==> src/rtl/uart_tx_arbiter.sv <==
// uart_tx_arbiter: shares one uart_tx serializer between four byte-stream requesters.
// The grant is round-robin and is held for a whole packet, up to the byte tagged last.
// Bytes are paced one UART frame apart because uart_tx has no busy/ready output.
// An INIT holdoff after reset lets a frame already in flight on the line finish.
//
// Ports:
//   sys_clk, sys_rst  clock and synchronous active-high reset
//   req_valid[3:0]    requester i holds a byte
//   req_last[3:0]     byte from requester i ends its packet
//   req_data[31:0]    requester i byte at [8i+7:8i]
//   req_ready[3:0]    handshake strobe (combinational), byte i taken when valid & ready
//   grant[3:0]        one-hot current owner, 0 when none
//   busy              arbiter is not in IDLE
//   pi_data[7:0]      byte to uart_tx
//   pi_flag           one-cycle start strobe to uart_tx
//   timeout_pulse     one-cycle pulse when an idle owner is dropped
//
// Optional feature: define UART_ARB_TIMEOUT_EN to release an owner whose valid stays
// low in SEND for TIMEOUT_CYC cycles. Without it SEND waits indefinitely.
module uart_tx_arbiter #(
    parameter int unsigned UART_BPS    = 9600,
    parameter int unsigned CLK_FREQ    = 50_000_000,
    parameter int unsigned FRAME_BITS  = 10,
    parameter int unsigned TIMEOUT_CYC = 1_000_000
) (
    input  logic        sys_clk,
    input  logic        sys_rst,
    input  logic [3:0]  req_valid,
    input  logic [3:0]  req_last,
    input  logic [31:0] req_data,
    output logic [3:0]  req_ready,
    output logic [3:0]  grant,
    output logic        busy,
    output logic [7:0]  pi_data,
    output logic        pi_flag,
    output logic        timeout_pulse
);

    localparam int unsigned FRAME_CYC = (CLK_FREQ / UART_BPS) * FRAME_BITS;
    localparam int unsigned CNT_MAX   = (FRAME_CYC > TIMEOUT_CYC) ? FRAME_CYC : TIMEOUT_CYC;
    localparam int unsigned CNT_W     = $clog2(CNT_MAX + 1);

    typedef enum logic [1:0] {
        ST_INIT,
        ST_IDLE,
        ST_SEND,
        ST_WAIT
    } state_t;

    state_t           state, state_nxt;
    logic [CNT_W-1:0] cnt, cnt_nxt;
    logic [3:0]       grant_nxt;
    logic [1:0]       last_owner, last_owner_nxt;
    logic             lastq, lastq_nxt;
    logic [7:0]       pi_data_nxt;
    logic             pi_flag_nxt;
    logic             busy_nxt;
    logic             timeout_pulse_nxt;
`ifdef UART_ARB_TIMEOUT_EN
    logic [CNT_W-1:0] idle_cnt, idle_cnt_nxt;
`endif

    logic [1:0] g_idx;
    logic [1:0] pick_idx;
    logic       pick_found;

    // Handshake is only open to the owner while in SEND.
    assign req_ready = (state == ST_SEND) ? (grant & req_valid) : 4'b0000;

    // One-hot grant to index.
    always_comb begin
        g_idx = 2'd0;
        case (grant)
            4'b0010: g_idx = 2'd1;
            4'b0100: g_idx = 2'd2;
            4'b1000: g_idx = 2'd3;
            default: g_idx = 2'd0;
        endcase
    end

    // Round-robin pick: first valid requester after last_owner, wrapping back to it last.
    always_comb begin
        logic [1:0] cand;
        pick_found = 1'b0;
        pick_idx   = 2'd0;
        cand       = 2'd0;
        for (int k = 1; k <= 4; k++) begin
            cand = 2'(last_owner + 2'(k));
            if (!pick_found && req_valid[cand]) begin
                pick_found = 1'b1;
                pick_idx   = cand;
            end
        end
    end

    // Next-state and registered-output logic.
    always_comb begin
        state_nxt         = state;
        cnt_nxt           = cnt;
        grant_nxt         = grant;
        last_owner_nxt    = last_owner;
        lastq_nxt         = lastq;
        pi_data_nxt       = pi_data;
        pi_flag_nxt       = 1'b0;
        timeout_pulse_nxt = 1'b0;
`ifdef UART_ARB_TIMEOUT_EN
        idle_cnt_nxt      = '0;
`endif
        case (state)
            ST_INIT: begin
                if (cnt == '0) state_nxt = ST_IDLE;
                else           cnt_nxt   = cnt - 1'b1;
            end
            ST_IDLE: begin
                if (pick_found) begin
                    grant_nxt = 4'(4'b0001 << pick_idx);
                    state_nxt = ST_SEND;
                end
            end
            ST_SEND: begin
                if (req_valid[g_idx]) begin
                    pi_data_nxt = req_data[{g_idx, 3'b000} +: 8];
                    pi_flag_nxt = 1'b1;
                    lastq_nxt   = req_last[g_idx];
                    cnt_nxt     = CNT_W'(FRAME_CYC - 1);
                    state_nxt   = ST_WAIT;
                end
`ifdef UART_ARB_TIMEOUT_EN
                else if (idle_cnt == CNT_W'(TIMEOUT_CYC - 1)) begin
                    timeout_pulse_nxt = 1'b1;
                    grant_nxt         = 4'b0000;
                    last_owner_nxt    = g_idx;
                    state_nxt         = ST_IDLE;
                end else begin
                    idle_cnt_nxt = idle_cnt + 1'b1;
                end
`endif
            end
            ST_WAIT: begin
                if (cnt == '0) begin
                    if (lastq) begin
                        grant_nxt      = 4'b0000;
                        last_owner_nxt = g_idx;
                        state_nxt      = ST_IDLE;
                    end else begin
                        state_nxt = ST_SEND;
                    end
                end else begin
                    cnt_nxt = cnt - 1'b1;
                end
            end
            default: state_nxt = ST_INIT;
        endcase
        busy_nxt = (state_nxt != ST_IDLE);
    end

    // State and output registers; reset restarts the frame holdoff.
    always_ff @(posedge sys_clk) begin
        if (sys_rst) begin
            state         <= ST_INIT;
            cnt           <= CNT_W'(FRAME_CYC - 1);
            grant         <= 4'b0000;
            last_owner    <= 2'd3;
            lastq         <= 1'b0;
            pi_data       <= 8'h00;
            pi_flag       <= 1'b0;
            busy          <= 1'b1;
            timeout_pulse <= 1'b0;
`ifdef UART_ARB_TIMEOUT_EN
            idle_cnt      <= '0;
`endif
        end else begin
            state         <= state_nxt;
            cnt           <= cnt_nxt;
            grant         <= grant_nxt;
            last_owner    <= last_owner_nxt;
            lastq         <= lastq_nxt;
            pi_data       <= pi_data_nxt;
            pi_flag       <= pi_flag_nxt;
            busy          <= busy_nxt;
            timeout_pulse <= timeout_pulse_nxt;
`ifdef UART_ARB_TIMEOUT_EN
            idle_cnt      <= idle_cnt_nxt;
`endif
        end
    end

endmodule

==> config.mk <==
export PLATFORM = sky130hd
export DESIGN_NAME = uart_tx_arbiter
export DESIGN_NICKNAME = d
export VERILOG_FILES = /design/src/rtl/uart_tx_arbiter.sv
export SDC_FILE = /design/constraint.sdc
export NUM_CORES = 1
export LEC_CHECK = 0
export CORE_ASPECT_RATIO = 0.7
export CORE_UTILIZATION = 45
export DETAILED_ROUTE_END_ITERATION = 8
export PLACE_DENSITY_LB_ADDON = 0.08
export SYNTH_ARGS = -nofsm -noshare
export SYNTH_HDL_FRONTEND = slang
export SYNTH_SLANG_ARGS = --single-unit
==> constraint.sdc <==
create_clock -name sys_clk -period 5 [get_ports sys_clk]
set_input_delay 1.25 -clock sys_clk [delete_from_list [all_inputs] [get_ports sys_clk]]
set_output_delay 1.25 -clock sys_clk [all_outputs]
set_load 0.02 [all_outputs]
==> flow_summary.ini <==
[run_status]
status = complete, no violations

[synth]
syn_nets = 319
synth_seq_cells = 39
yosysSeqAreaShare_pct = 31.28
synth-main-ff-cell = dfxtp_1
avgSynthCellArea_um2 = 9.177
synth-edff-count = 0
ys.warnings.count = 0
synthCells = 272
syn_area_um2 = 2496
synth_cell_type_count = 59
synthArstFlopShare_pct = 0

[finish]
area_growth_pct = 26.27
drive_gt1_share_pct = 8.359
fin_nets = 369
antennaDiodeCount = 0
fin_area_um2 = 3152

[cts]
path_clk_slew_ns = 0.07
cts_tree = built
clk_path_buf_depth = 2
htree_levels = 2
root_buffer = clkbuf_8
postCtsHoldBufs = 0
cts_repair_resize_count = 0
clk_latency_ns = 0.28
postCtsSetupBuffers = 0
cts_num_sinks = 39
numCtsBuffers = 5

[power_and_ir_drop]
ir_drop_v = 0.00009339
power.density_nw_per_um2 = 182.3
leakagePower_nw = 1.084

[detailed_routing]
postRouteAntennaNets = 0
wire_per_inst_um = 15.64
drc_errors = 0
drt_iter0_drc = 215
finalWirelength_mm = 6.176
first_pass_iters = 4
viasPerCell = 6.020
via_count = 2378

[sta]
rsz0062_at_grt = no
worst-slew-pin-transition_ns = 1.099
hold_viol_final = 0
fin_crit_ns = 3.900
post-route-period-util_pct = 78.00
slew_headroom_pct = 26.39
slew_violations = 0
clock_skew_ns = 0.006400
setup_tns_ns = 0
setup-violations-final = 0
max_freq_mhz = 256.4

[die]
rows = 22
start_util_pct = 47.23
die_w_um = 91.02
dieArea_um2 = 5854
core_area_um2 = 5285
io_pins = 61
dieHeight_um = 64.32

[critical_path]
crit_chain = clkdlybuf4s50_1 > and3_1 > clkdlybuf4s50_1
critical_path.startpoint = req_valid[0]
crit_path_start_kind = primary input
critPathMaxStageDelay_ns = 0.61
setup.worst_path.class = in2out
r2r_start = cnt[0]$_SDFFE_PP1P_
cp_common_cell = clkdlybuf4s50_1
cp-end-kind = output pin
crit_required_ns = 3.75
cp.arrival_ns = 2.65
cp_slowest_cell = clkdlybuf4s50_1
path_max_fanout = 8

[placed_design]
place.port_buffers = 59
gp_congestion = 0.8952
post_dp_cell_area_um2 = 3070
dp_hpwl_mm = 4.585

[worst_hold_path]
hp-start = pi_data[2]$_SDFFE_PP0P_
hp-class = reg2reg

[grt]
grt_pass1_vias = 2205
grt_max_degree = 25
grt-ovfl-total = 0
grtUsageTotal_pct = 22.47
grt_pass1_wl_mm = 10.53
antenna_found_initial = 0

[job]
cap_violations = 0
==> where the power goes <==
part	internal, W	switching [W]	total [W]
Sequential	0.000313	0.00000265	0.000315
Clock	0.0000979	0.000104	0.000202
Combinational	0.0000387	0.0000189	0.0000576
Total	0.000449	0.000126	0.000575
==> kinds of logic (layout without fill, tap and decap cells) <==
family	Yosys count	in the layout	synth area share, %
fa+ha+maj	5	5	2.506
xor+xnor	3	3	1.053
flops	39	39	31.28
compound gates	77	77	23.51
simple gates	102	102	23.61
other cells	1	1	0.1502
buf+inv	26	77	5.764
mux	19	19	12.13
==> worst max-delay path: cells and delay by family <==
family | cells | cell delay (ns)
and+or+nand+nor | 1 | 0.20
buffers and inverters | 2 | 1.20
==> path summary, 6_finish.rpt <==
check | end | slack [ns] | cells after the start
worst max-delay path | req_ready[0] | 1.10 | 3
worst max register to register | cnt[4]$_SDFFE_PP0P_ | 2.20 | 7
worst min-delay path | pi_data[2]$_SDFFE_PP0P_ | 0.49 | 2
worst min register to register | pi_data[2]$_SDFFE_PP0P_ | 0.49 | 2
==> per-layer routing <==
layer	routed length (µm)	track usage (%)
met2	2588	33.81
met5	0	0
met1	2985	32.04
met3	579	6.310
met4	23	4.563
==> final cells by class <==
class | instances | area [µm²]
clock buffer | 7 | 76.32
fill | 482 | 2133
clock inverter | 1 | 5.005
multi-input combinational | 207 | 1572
inverter | 10 | 37.54
tap | 72 | 90.09
sequential | 39 | 780.7
timing repair buffer | 59 | 590.6
==> layout by cell type (no fill, tap or decap), types with 4 or more instances in the layout <==
cell type,count
inv_1,10
nor3_1,5
and3_1,6
a21oi_1,14
o211ai_1,7
nand3_1,6
o21ai_0,9
o311ai_0,6
or4_1,7
nor2_1,24
and2_1,5
clkdlybuf4s50_1,59
mux4_2,9
o41ai_1,6
nand2_1,10
mux2i_1,10
nor4_1,6
ha_1,5
clkbuf_8,5
or3_1,6
dfxtp_1,39
o31ai_1,10
nand2b_1,4
==> cell usage after synthesis, types with 7 or more instances <==
library cell  instances  area share, %
nand2_1              10            1.5
mux2i_1              10            4.0
mux4_2                9            8.1
dfxtp_1              39             31
o21ai_0               9            1.8
o211ai_1              7            2.1
or4_1                 7            2.1
nor2_1               24            3.6
a21oi_1              14            2.8
inv_1                10            1.5
o31ai_1              10            3.0
==> state kept, by name, indices dropped and copies added, names as in the netlist <==
register and cells:
cnt 20, state 2, lastq 1, last_owner 2
grant 4, busy 1, pi_data 8, pi_flag 1
==> per-stage QoR <==
stage	std cells	setup WS [ns]	hold slack, ns	utilization [%]	power, W
after floorplan	272	2.254	0.4684	-	0.0003424
after global placement	387	1.105	0.4728	58.10	0.0003793
after detailed placement	387	1.098	0.4884	58.10	0.0003800
after CTS	395	1.090	0.4998	59.64	0.0005807
after global routing	395	1.034	0.5350	59.64	0.0006010
final	395	1.100	0.4943	59.64	0.0005747
No activity file was read; power rests on OpenSTA's default activity.
